## config.mk

```make
export PLATFORM = sky130hd
export DESIGN_NAME = pc_ir_unit
export DESIGN_NICKNAME = d
export VERILOG_FILES = /design/src/rtl/pc_ir_unit.sv
export SDC_FILE = /design/constraint.sdc
export NUM_CORES = 1
export LEC_CHECK = 0
export ABC_AREA = 0
export BUFFER_PORTS_ARGS = -buffer_cell sky130_fd_sc_hd__buf_2
export CORE_AREA = 2 2 88 90
export CTS_CLUSTER_SIZE = 40
export DETAILED_ROUTE_END_ITERATION = 10
export DIE_AREA = 0 0 90 92
export PLACE_DENSITY = 0.81
export SLEW_MARGIN = 20
export SYNTH_ARGS = -nofsm -noshare
export SYNTH_HDL_FRONTEND = slang
export SYNTH_SLANG_ARGS = --single-unit
```

## constraint.sdc

```tcl
create_clock -name clk -period 2.93 [get_ports clk]
set_clock_uncertainty 0.2 [all_clocks]
set_input_delay 0.1465 -clock clk [delete_from_list [all_inputs] [get_ports clk]]
set_output_delay 0.1465 -clock clk [all_outputs]
set_load 0.02 [all_outputs]
```

## src/rtl/pc_ir_unit.sv

```systemverilog
// Program counter and instruction register for the CU-sequenced datapath.
// Also drives the shared memory address and counts IR loads with saturation.
module pc_ir_unit #(
    parameter int unsigned    AW       = 16,
    parameter logic [AW-1:0]  RESET_PC = '0,
    parameter int unsigned    CNT_W    = 16
) (
    input  logic             clk,
    input  logic             rst_n,
    input  logic             il_in,
    input  logic [1:0]       ps_in,
    input  logic             mm_in,
    input  logic [15:0]      a_in,
    input  logic [15:0]      mem_rdata_in,
    output logic [AW-1:0]    mem_addr_out,
    output logic [15:0]      ins_out,
    output logic [AW-1:0]    pc_out,
    output logic             ir_valid_out,
    output logic [CNT_W-1:0] fetch_cnt_out
);

    localparam logic [AW-1:0]    PC_ONE  = AW'(1);
    localparam logic [CNT_W-1:0] CNT_ONE = CNT_W'(1);

    logic [AW-1:0]    r_pc;
    logic [15:0]      r_ir;
    logic             r_valid;
    logic [CNT_W-1:0] r_cnt;

    logic [5:0]       w_off6;
    logic [15:0]      w_off16;
    logic [AW-1:0]    w_off;
    logic [AW-1:0]    w_pc_next;

    // Extend to 16 bits first so AW below 6 still slices cleanly.
    assign w_off6  = {r_ir[8:6], r_ir[2:0]};
    assign w_off16 = {{10{w_off6[5]}}, w_off6};
    assign w_off   = w_off16[AW-1:0];

    always_comb begin
        w_pc_next = r_pc;
        unique case (ps_in)
            2'b00: w_pc_next = r_pc;
            2'b01: w_pc_next = r_pc + PC_ONE;
            2'b10: w_pc_next = r_pc + w_off;
            2'b11: w_pc_next = a_in[AW-1:0];
            default: w_pc_next = r_pc;
        endcase
    end

    always_ff @(posedge clk or negedge rst_n) begin
        if (!rst_n) begin
            r_pc    <= RESET_PC;
            r_ir    <= '0;
            r_valid <= 1'b0;
            r_cnt   <= '0;
        end else begin
            r_pc <= w_pc_next;
            if (il_in) begin
                r_ir    <= mem_rdata_in;
                r_valid <= 1'b1;
                if (r_cnt != '1) begin
                    r_cnt <= r_cnt + CNT_ONE;
                end
            end
        end
    end

    assign mem_addr_out  = mm_in ? r_pc : a_in[AW-1:0];
    assign ins_out       = r_ir;
    assign pc_out        = r_pc;
    assign ir_valid_out  = r_valid;
    assign fetch_cnt_out = r_cnt;

endmodule

```

After elaboration in Yosys (flattened, before gate mapping) --
Index checks and enable logic that the tools add are counted.
Word-level totals: register bits 49, latch bits 0, memory bits (writable) 0, bits in read-only memories 0, input bits 38, output and inout bits 65, logic and storage cells 15, memories 0
Operators by class: add/sub/neg operators 3, $mul 0, divide/modulo/power cells 0, $lt $le $gt $ge 0, equality and inequality tests 4, shifts and indexed selects 0, multiplexer cells 2, bitwise logic cells 0, reduce and logical (&&, ||, !) cells 2
Operator list (count):
- 16-bit one-hot mux with 3 select lines | 1
- 16-bit by 1-bit adder with 16-bit output, second input constant | 2
- 16-bit adder | 1
- 16-bit two-way mux | 1
- 16-bit != test, second input constant | 1
- 2-bit equality test, second input constant | 2
- 2-bit by 1-bit equality test with 1-bit output, second input constant | 1
- 2-bit zero test | 1
- 2-bit AND reduction | 1

Longest topological paths before layout --
Gate-level depths: netlist of the first run.
depth after elaboration 2, gate-level depth with buffers 12, gate-level depth less buffers 11

Worst setup path after synthesis of the first run --
OpenSTA, ideal clock, no wires.
kind input to register, from input port ps_in[1], to register r_pc[14] (netlist: pc_out[14]), library setup time 137 ps, data arrival time 2599 ps, data required time 2593 ps, path slack -5 ps, cell stages on the path 12, path through buf_6 -> nor2b_1 -> nand2b_1 -> ha_1 -> fa_1 -> a21o_1 -> a21o_1 -> a21o_1 -> a31o_2 -> maj3_1 -> o22ai_1 -> a21oi_1
On the way: word-level cells in the longest chain between the ends 2, elaborated cells between the ends (all ways) 5, classes of those cells eq/ne: 3; mux: 1; reduce/logical: 1
Ends and longest elaborated chain:
- start: declaration | RTL line 11 | input logic [1:0] ps_in,
- 2-bit equality test or 2-bit by 1-bit equality test with 1-bit output (tied branches) | RTL line 42 | unique case (ps_in)
- 16-bit one-hot mux with 3 select lines | RTL line 42
- end signal: assignment | RTL line 58 | r_pc <= w_pc_next;
- end: declaration | RTL line 25 | logic [AW-1:0] r_pc;
Parallel ways exist; a longest one is shown, timed or not. A chain may end at the register's enable or synchronous reset.

Final worst setup path of the first run --
from register r_ir[0] (netlist: ins_out[0]), to register r_pc[14] (netlist: pc_out[14])
On the way: word-level cells in the longest chain between the ends 2
Ends and longest elaborated chain:
- start: declaration | RTL line 26 | logic [15:0] r_ir;
- start signal: assignment | RTL line 60 | r_ir <= mem_rdata_in;
- 16-bit adder | RTL line 45 | 2'b10: w_pc_next = r_pc + w_off;
- 16-bit one-hot mux with 3 select lines | RTL line 42
No other way between the ends.

==> out/metrics.cfg, run 1 <==
[clocking]
path_clk_slew_ns=0.11
numCtsBuffers=5
h-tree-depth=2
clkLatencyLatePin_ns=0.31
clockRootBuffer=sky130_fd_sc_hd__clkbuf_8
cts_buffer_depth=2
cts.sink_count=49
cts_tree=built

[layout]
share_of_layout_cells_above_drive_strength_1=0.342
layout.cells.most_common_list=sky130_fd_sc_hd__buf_2 (102), sky130_fd_sc_hd__dfrtp_1 (49), sky130_fd_sc_hd__mux2_2 (31)
nFillCells=674
insertedDiodeCount=0
layout.cells.most_common=sky130_fd_sc_hd__buf_2
finish.net_count=530
syn_to_final_growth_pct=29.3

[setup_path]
cp_data_required_time_ns=2.92
endpoint_kind=flop
crit_arrival_ns=2.84
cp_max_fo=5
r2r_cells=10
worst_r2r_endpoint=pc_out[14]
startpoint=ins_out[0]
setup.worst_path.class=reg -> reg
r2r_setup_slack_ns=0.08
start_kind=flop
critical_path.endpoint=pc_out[14]
rr_startpoint=ins_out[0]

[yosys]
yosys_most_used_dff=sky130_fd_sc_hd__dfrtp_1
synth_enable_flop_cells=0
netlist_area_mm2=0.00336
synth-async-reset-ratio=1.00
ys_seq_area_frac=0.365
synthDominantCellAreaShare=0.365
synth.lib_cells_used.distinct=60
synth_warnings=0
avgSynthCellArea_um2=9.25
synthesis.nets=408
synth.ff_latch_count=49
post-synth-top-area-cell=sky130_fd_sc_hd__dfrtp_1
synth_top_cells_by_area=sky130_fd_sc_hd__dfrtp_1 (36%), sky130_fd_sc_hd__mux2_2 (10%), sky130_fd_sc_hd__xnor2_1 (4.7%)
post_synth_inst_count=363

[global_routing]
grt_first_pass_wirelength_um=15600
grt_pass1_vias=3343
antenna_violations_before_repair=0
grt-ovfl-total=0
grtUsageTotal=0.228
largest_net_degree_at_the_start_of_global_routing=41

[sta]
worst_pin_slew_ns=0.803
timing.max_slew.rel_slack=0.465
timing.final.crit_period_ns=2.85
post-route-period-util=0.974
maxClockFrequency_ghz=0.350
endpoints_failing_hold=0
final_setup_violation_count=0
final_max_slew_viol_count=0
timing.final.ws_setup_ns=0.0760

[power_and_ir_drop]
p_leak_nw=1.95
cell_internal_pwr_w=0.00143
pwr-share-comb=0.423
sw_frac_of_total=0.432
clockPowerShare=0.178
worst_ir_drop_vdd_mv=0.460
fin_total_pwr_w=0.00252
power.sequential.fraction=0.399
switchingPower_w=0.00109
power_density_mw_per_mm2=579

[detailed_routing]
drtAntennaViolNets=0
num_vias=3330
routed_wire_length_per_instance_um=15.9
drt_pre_antenna_iters=4
m1WireLength_um=3990
routed-wl-met3_um=651
routed.top_layer=met4
wl_met2_um=4530
routed_via_density=5.66
routed_wl_um=9330
drc_errors=0
initialDrtViolationCount=209

[placement]
detailedPlacementHpwl_um=6530
gp_congestion=0.919
pre_cts_ws_ns=0.0140
port_buf_inserts=102

[die]
fp.dieH_um=92
start_util=0.451
die_width_um=90
floorplan.rows=32
boundaryPins=103
core_region_area_mm2=0.00745
area_of_the_die_mm2=0.00828

[flow_run]
maxCapViolations=0

[min_path]
hold_path.class=in -> reg

[run_status]
outcome=finished clean

==> how the worst min path moves through the flow <==
stage	startpoint	endpoint	slack (ns)	cells after the start
5_1_grt	a_in[12]	pc_out[12]	0.01	3
4_1_cts	a_in[11]	pc_out[11]	0.0008	4
3_3_place_gp	rst_n	pc_out[7]	0.07	1
3_5_place_dp	rst_n	pc_out[7]	0.07	1
6_report	a_in[11]	pc_out[11]	0.004	4
2_1_floorplan	rst_n	fetch_cnt_out[0]	-0.35	0
==> power groups by stage <==
stage | clock, W | combinational, W | sequential, W
3_3_place_gp | 0 | 0.000999 | 0.00100
2_1_floorplan | 0 | 0.000626 | 0.00106
5_1_grt | 0.000488 | 0.00116 | 0.00103
3_5_place_dp | 0 | 0.00103 | 0.00101
4_1_cts | 0.000463 | 0.00106 | 0.000999
6_report | 0.000449 | 0.00106 | 0.00100
==> through the flow <==
step	hold WS, ns	utilization	cell area [um^2]	TNS [ns]	cells
2_1_floorplan	-0.349	-	3360	0	363
3_3_place_gp	0.0671	0.533	3970	0	553
3_5_place_dp	0.0720	0.533	3970	0	553
4_1_cts	0.000769	0.582	4330	0	587
5_1_grt	0.0146	0.583	4340	-0.00103	588
6_report	0.00389	0.583	4340	0	588
==> area by class of cell <==
class / instances / area, um^2 / area share
clock buffers: 5 / 68.8 / 0.0158
clock inverters: 3 / 28.8 / 0.00662
inverters: 7 / 26.3 / 0.00605
multi-input cells: 280 / 1990 / 0.458
flip-flops and latches: 49 / 1230 / 0.282
well taps: 102 / 128 / 0.0294
repair buffers: 142 / 876 / 0.202
==> synth_stat cells, types with 6 or more instances <==
| library cell | n |
|---|---|
| sky130_fd_sc_hd__and3_1 | 6 |
| sky130_fd_sc_hd__dfrtp_1 | 49 |
| sky130_fd_sc_hd__nand4_1 | 11 |
| sky130_fd_sc_hd__nor2b_1 | 7 |
| sky130_fd_sc_hd__mux2_2 | 31 |
| sky130_fd_sc_hd__nor3_1 | 8 |
| sky130_fd_sc_hd__mux2i_1 | 10 |
| sky130_fd_sc_hd__nand3_1 | 14 |
| sky130_fd_sc_hd__and2_1 | 8 |
| sky130_fd_sc_hd__clkbuf_1 | 17 |
| sky130_fd_sc_hd__nor2_1 | 21 |
| sky130_fd_sc_hd__ha_1 | 6 |
| sky130_fd_sc_hd__xnor2_1 | 18 |
| sky130_fd_sc_hd__o21ai_0 | 17 |
| sky130_fd_sc_hd__inv_1 | 6 |
| sky130_fd_sc_hd__nand2_1 | 29 |
| sky130_fd_sc_hd__a21oi_1 | 22 |
==> per-layer routing <==
metal  up-vias  GRT usage
li1       1583          -
met3        14     0.0427
met5         -          0
met1      1594      0.285
met2       139      0.400
met4         0     0.0744
==> logic make-up (layout without fill, tap and decap cells) <==
kind of cell / Yosys count / after routing / synth area share
and+or+nand+nor: 124 / 124 / 0.194
AOI/OAI and AO/OA: 83 / 83 / 0.167
adders and majority gates: 10 / 10 / 0.0372
buffers and inverters: 34 / 157 / 0.0451
DFF: 49 / 49 / 0.365
xor gates and xnor gates: 22 / 22 / 0.0574
muxes: 41 / 41 / 0.134
==> critical path, stage by stage, from the launching register on <==
cell,delay (ns)
sky130_fd_sc_hd__dfrtp_1,0.39
sky130_fd_sc_hd__nand2b_1,0.14
sky130_fd_sc_hd__ha_2,0.19
sky130_fd_sc_hd__fa_2,0.36
sky130_fd_sc_hd__a21o_1,0.19
sky130_fd_sc_hd__a21o_1,0.20
sky130_fd_sc_hd__a21o_1,0.22
sky130_fd_sc_hd__a31o_2,0.25
sky130_fd_sc_hd__maj3_1,0.36
sky130_fd_sc_hd__o22ai_1,0.17
sky130_fd_sc_hd__a21oi_1,0.07
==> registers in the layout (all words and copies together), names as in the netlist <==
name,cells
fetch_cnt_out,16
ins_out,16
pc_out,16
ir_valid_out,1
==> what timing repair did <==
| action | CTS | global route |
|---|---|---|
| hold buffers | 26 | 0 |
| endpoints found under the hold margin | 59 | 0 |
| gates cloned | 0 | 0 |
| setup endpoints to repair | 1 | 2 |
| gates resized for setup | 1 | 2 |
| setup buffers | 0 | 1 |
| pin swaps | 0 | 1 |
(Power assumes the default switching activity.)
==> inputs of run 2 (changes only) <==
==> constraint.sdc (replaced) <==
create_clock -name clk -period 2.93 [get_ports clk]
set_clock_uncertainty 0.2 [all_clocks]
set_input_delay 0.4395 -clock clk [delete_from_list [all_inputs] [get_ports clk]]
set_output_delay 0.4395 -clock clk [all_outputs]
set_load 0.02 [all_outputs]
==> out/metrics.cfg, run 2 (same netlist as run 1, synthesis figures left out) <==
[run_status]
outcome=finished clean

[sta]
rsz0062_at_grt=false
timing.final.crit_period_ns=2.78  ; -0.0745 ns
timing.final.ws_setup_ns=0.151  ; +0.0745 ns
final_setup_violation_count=0  ; unchanged
post-route-period-util=0.949  ; -0.0254
maxClockFrequency_ghz=0.360  ; +2.7%
final_max_slew_viol_count=0  ; unchanged
endpoints_failing_hold=0  ; unchanged
worst_pin_slew_ns=0.832  ; +0.0292 ns
timing.max_slew.rel_slack=0.445  ; -0.0195

[clocking]
cts_buffer_depth=2  ; unchanged
clockRootBuffer=sky130_fd_sc_hd__clkbuf_8
h-tree-depth=2  ; unchanged
post_cts_resize_count=0  ; -1
cts_setup_buffers=0  ; unchanged
path_clk_slew_ns=0.11  ; about the same
numCtsBuffers=5  ; unchanged
clkLatencyLatePin_ns=0.31  ; about the same
hold_buffer_count_at_cts=0  ; -100%
cts.sink_count=49  ; unchanged
cts_tree=built

[detailed_routing]
initialDrtViolationCount=163  ; -22%
routed.top_layer=met4
routed-wl-met3_um=625  ; -4.0%
routed_wl_um=8960  ; -3.9%
drc_errors=0  ; unchanged
drtAntennaViolNets=0  ; unchanged
routed_wire_length_per_instance_um=15.7  ; -1.1%
num_vias=3207  ; -3.7%
routed_via_density=5.62  ; -0.83%
m1WireLength_um=3610  ; -9.4%
wl_met2_um=4600  ; +1.5%
drt_pre_antenna_iters=4  ; unchanged

[setup_path]
cp_data_required_time_ns=2.92  ; about the same
endpoint_kind=flop
start_kind=flop
rr_startpoint=ins_out[0]
startpoint=ins_out[0]
setup.worst_path.class=reg -> reg
cp_max_fo=5  ; unchanged
crit_arrival_ns=2.77  ; -0.07 ns

[global_routing]
antenna_violations_before_repair=0  ; unchanged
grt_pass1_vias=3131  ; -6.3%
grtUsageTotal=0.222  ; -0.00582
largest_net_degree_at_the_start_of_global_routing=41  ; unchanged
grt_first_pass_wirelength_um=15100  ; -3.0%
grt-ovfl-total=0  ; unchanged

[die]
floorplan.rows=32  ; unchanged
die_width_um=90  ; unchanged
core_region_area_mm2=0.00745  ; unchanged
area_of_the_die_mm2=0.00828  ; unchanged
boundaryPins=103  ; unchanged
fp.dieH_um=92  ; unchanged
start_util=0.451  ; unchanged

[layout]
layout.cells.most_common_list=sky130_fd_sc_hd__buf_2 (102), sky130_fd_sc_hd__dfrtp_1 (49), sky130_fd_sc_hd__mux2_2 (31)
nFillCells=730  ; +8.3%
syn_to_final_growth_pct=23.8
layout.cells.most_common=sky130_fd_sc_hd__buf_2
insertedDiodeCount=0  ; unchanged
share_of_layout_cells_above_drive_strength_1=0.375  ; +0.0337
finish.net_count=513  ; -3.2%
final_area_mm2=0.00416  ; -4.3%

[min_path]
hold_path.class=in -> async

[placement]
gp_congestion=0.913  ; -0.63%
port_buf_inserts=102  ; unchanged
detailedPlacementHpwl_um=6750  ; +3.4%
detailed_place.area_mm2=0.00406  ; +2.1%
pre_cts_ws_ns=-0.0852  ; -0.0993 ns

[power_and_ir_drop]
worst_ir_drop_vdd_mv=0.368  ; -20%
p_leak_nw=1.89  ; -3.1%
power_density_mw_per_mm2=605  ; +4.4%

[flow_run]
maxCapViolations=0  ; unchanged

[run 2: per-layer routing]
| metal | vias up | global-route usage |
|---|---|---|
| met5 | - | 0 |
| met4 | 0 | 0.0564 |
| met3 | 15 | 0.0501 |
| met2 | 111 | 0.393 |
| met1 | 1543 | 0.276 |
| li1 | 1538 | - |
[run 2: area by class of cell]
cell class / count / area [um^2] / share of cell area
tap: 102 / 128 / 0.0307
timing repair buffer: 125 / 683 / 0.164
clock inverter: 3 / 28.8 / 0.00692
sequential: 49 / 1230 / 0.295
multi-input combinational: 280 / 2000 / 0.480
inverter: 7 / 26.3 / 0.00632
clock buffer: 5 / 68.8 / 0.0165
[run 2: power breakdown]
group          leakage, nW  switching [W]  internal, W
clock               0.0506       0.000268     0.000179
combinational         1.25       0.000620     0.000456
sequential           0.589       0.000196     0.000795
[run 2: final timing paths]
check / cells past startpoint / endpoint / slack, ns
max in group asynchronous: 2 / fetch_cnt_out[9] / 1.80
max: 10 / pc_out[14] / 0.15
min reg2reg: 1 / ir_valid_out / 0.28
max reg2reg: 10 / pc_out[14] / 0.15
min in group clk: 3 / ins_out[8] / 0.13
min: 1 / pc_out[7] / 0.01
[run 2: critical path, stage by stage (launching register included)]
cell	delay, ns
sky130_fd_sc_hd__dfrtp_1	0.41
sky130_fd_sc_hd__nand2b_1	0.15
sky130_fd_sc_hd__ha_2	0.18
sky130_fd_sc_hd__fa_2	0.35
sky130_fd_sc_hd__a21o_1	0.18
sky130_fd_sc_hd__a21o_1	0.22
sky130_fd_sc_hd__a21o_1	0.19
sky130_fd_sc_hd__a31o_2	0.22
sky130_fd_sc_hd__maj3_1	0.35
sky130_fd_sc_hd__o22ai_1	0.15
sky130_fd_sc_hd__a21oi_1	0.06
[run 2: stage by stage]
stage | instances | utilization | setup TNS, ns | total power [W] | hold slack, ns
after detailed placement | 563 | 0.545 | -0.307 | 0.00207 | 0.263
after global placement | 563 | 0.545 | -0.0532 | 0.00204 | 0.250
after CTS | 571 | 0.558 | 0 | 0.00253 | 0.0397
final | 571 | 0.558 | 0 | 0.00251 | 0.0128
after global routing | 571 | 0.558 | 0 | 0.00269 | 0.0781
after floorplan | 363 | - | -0.0310 | 0.00169 | -0.0561
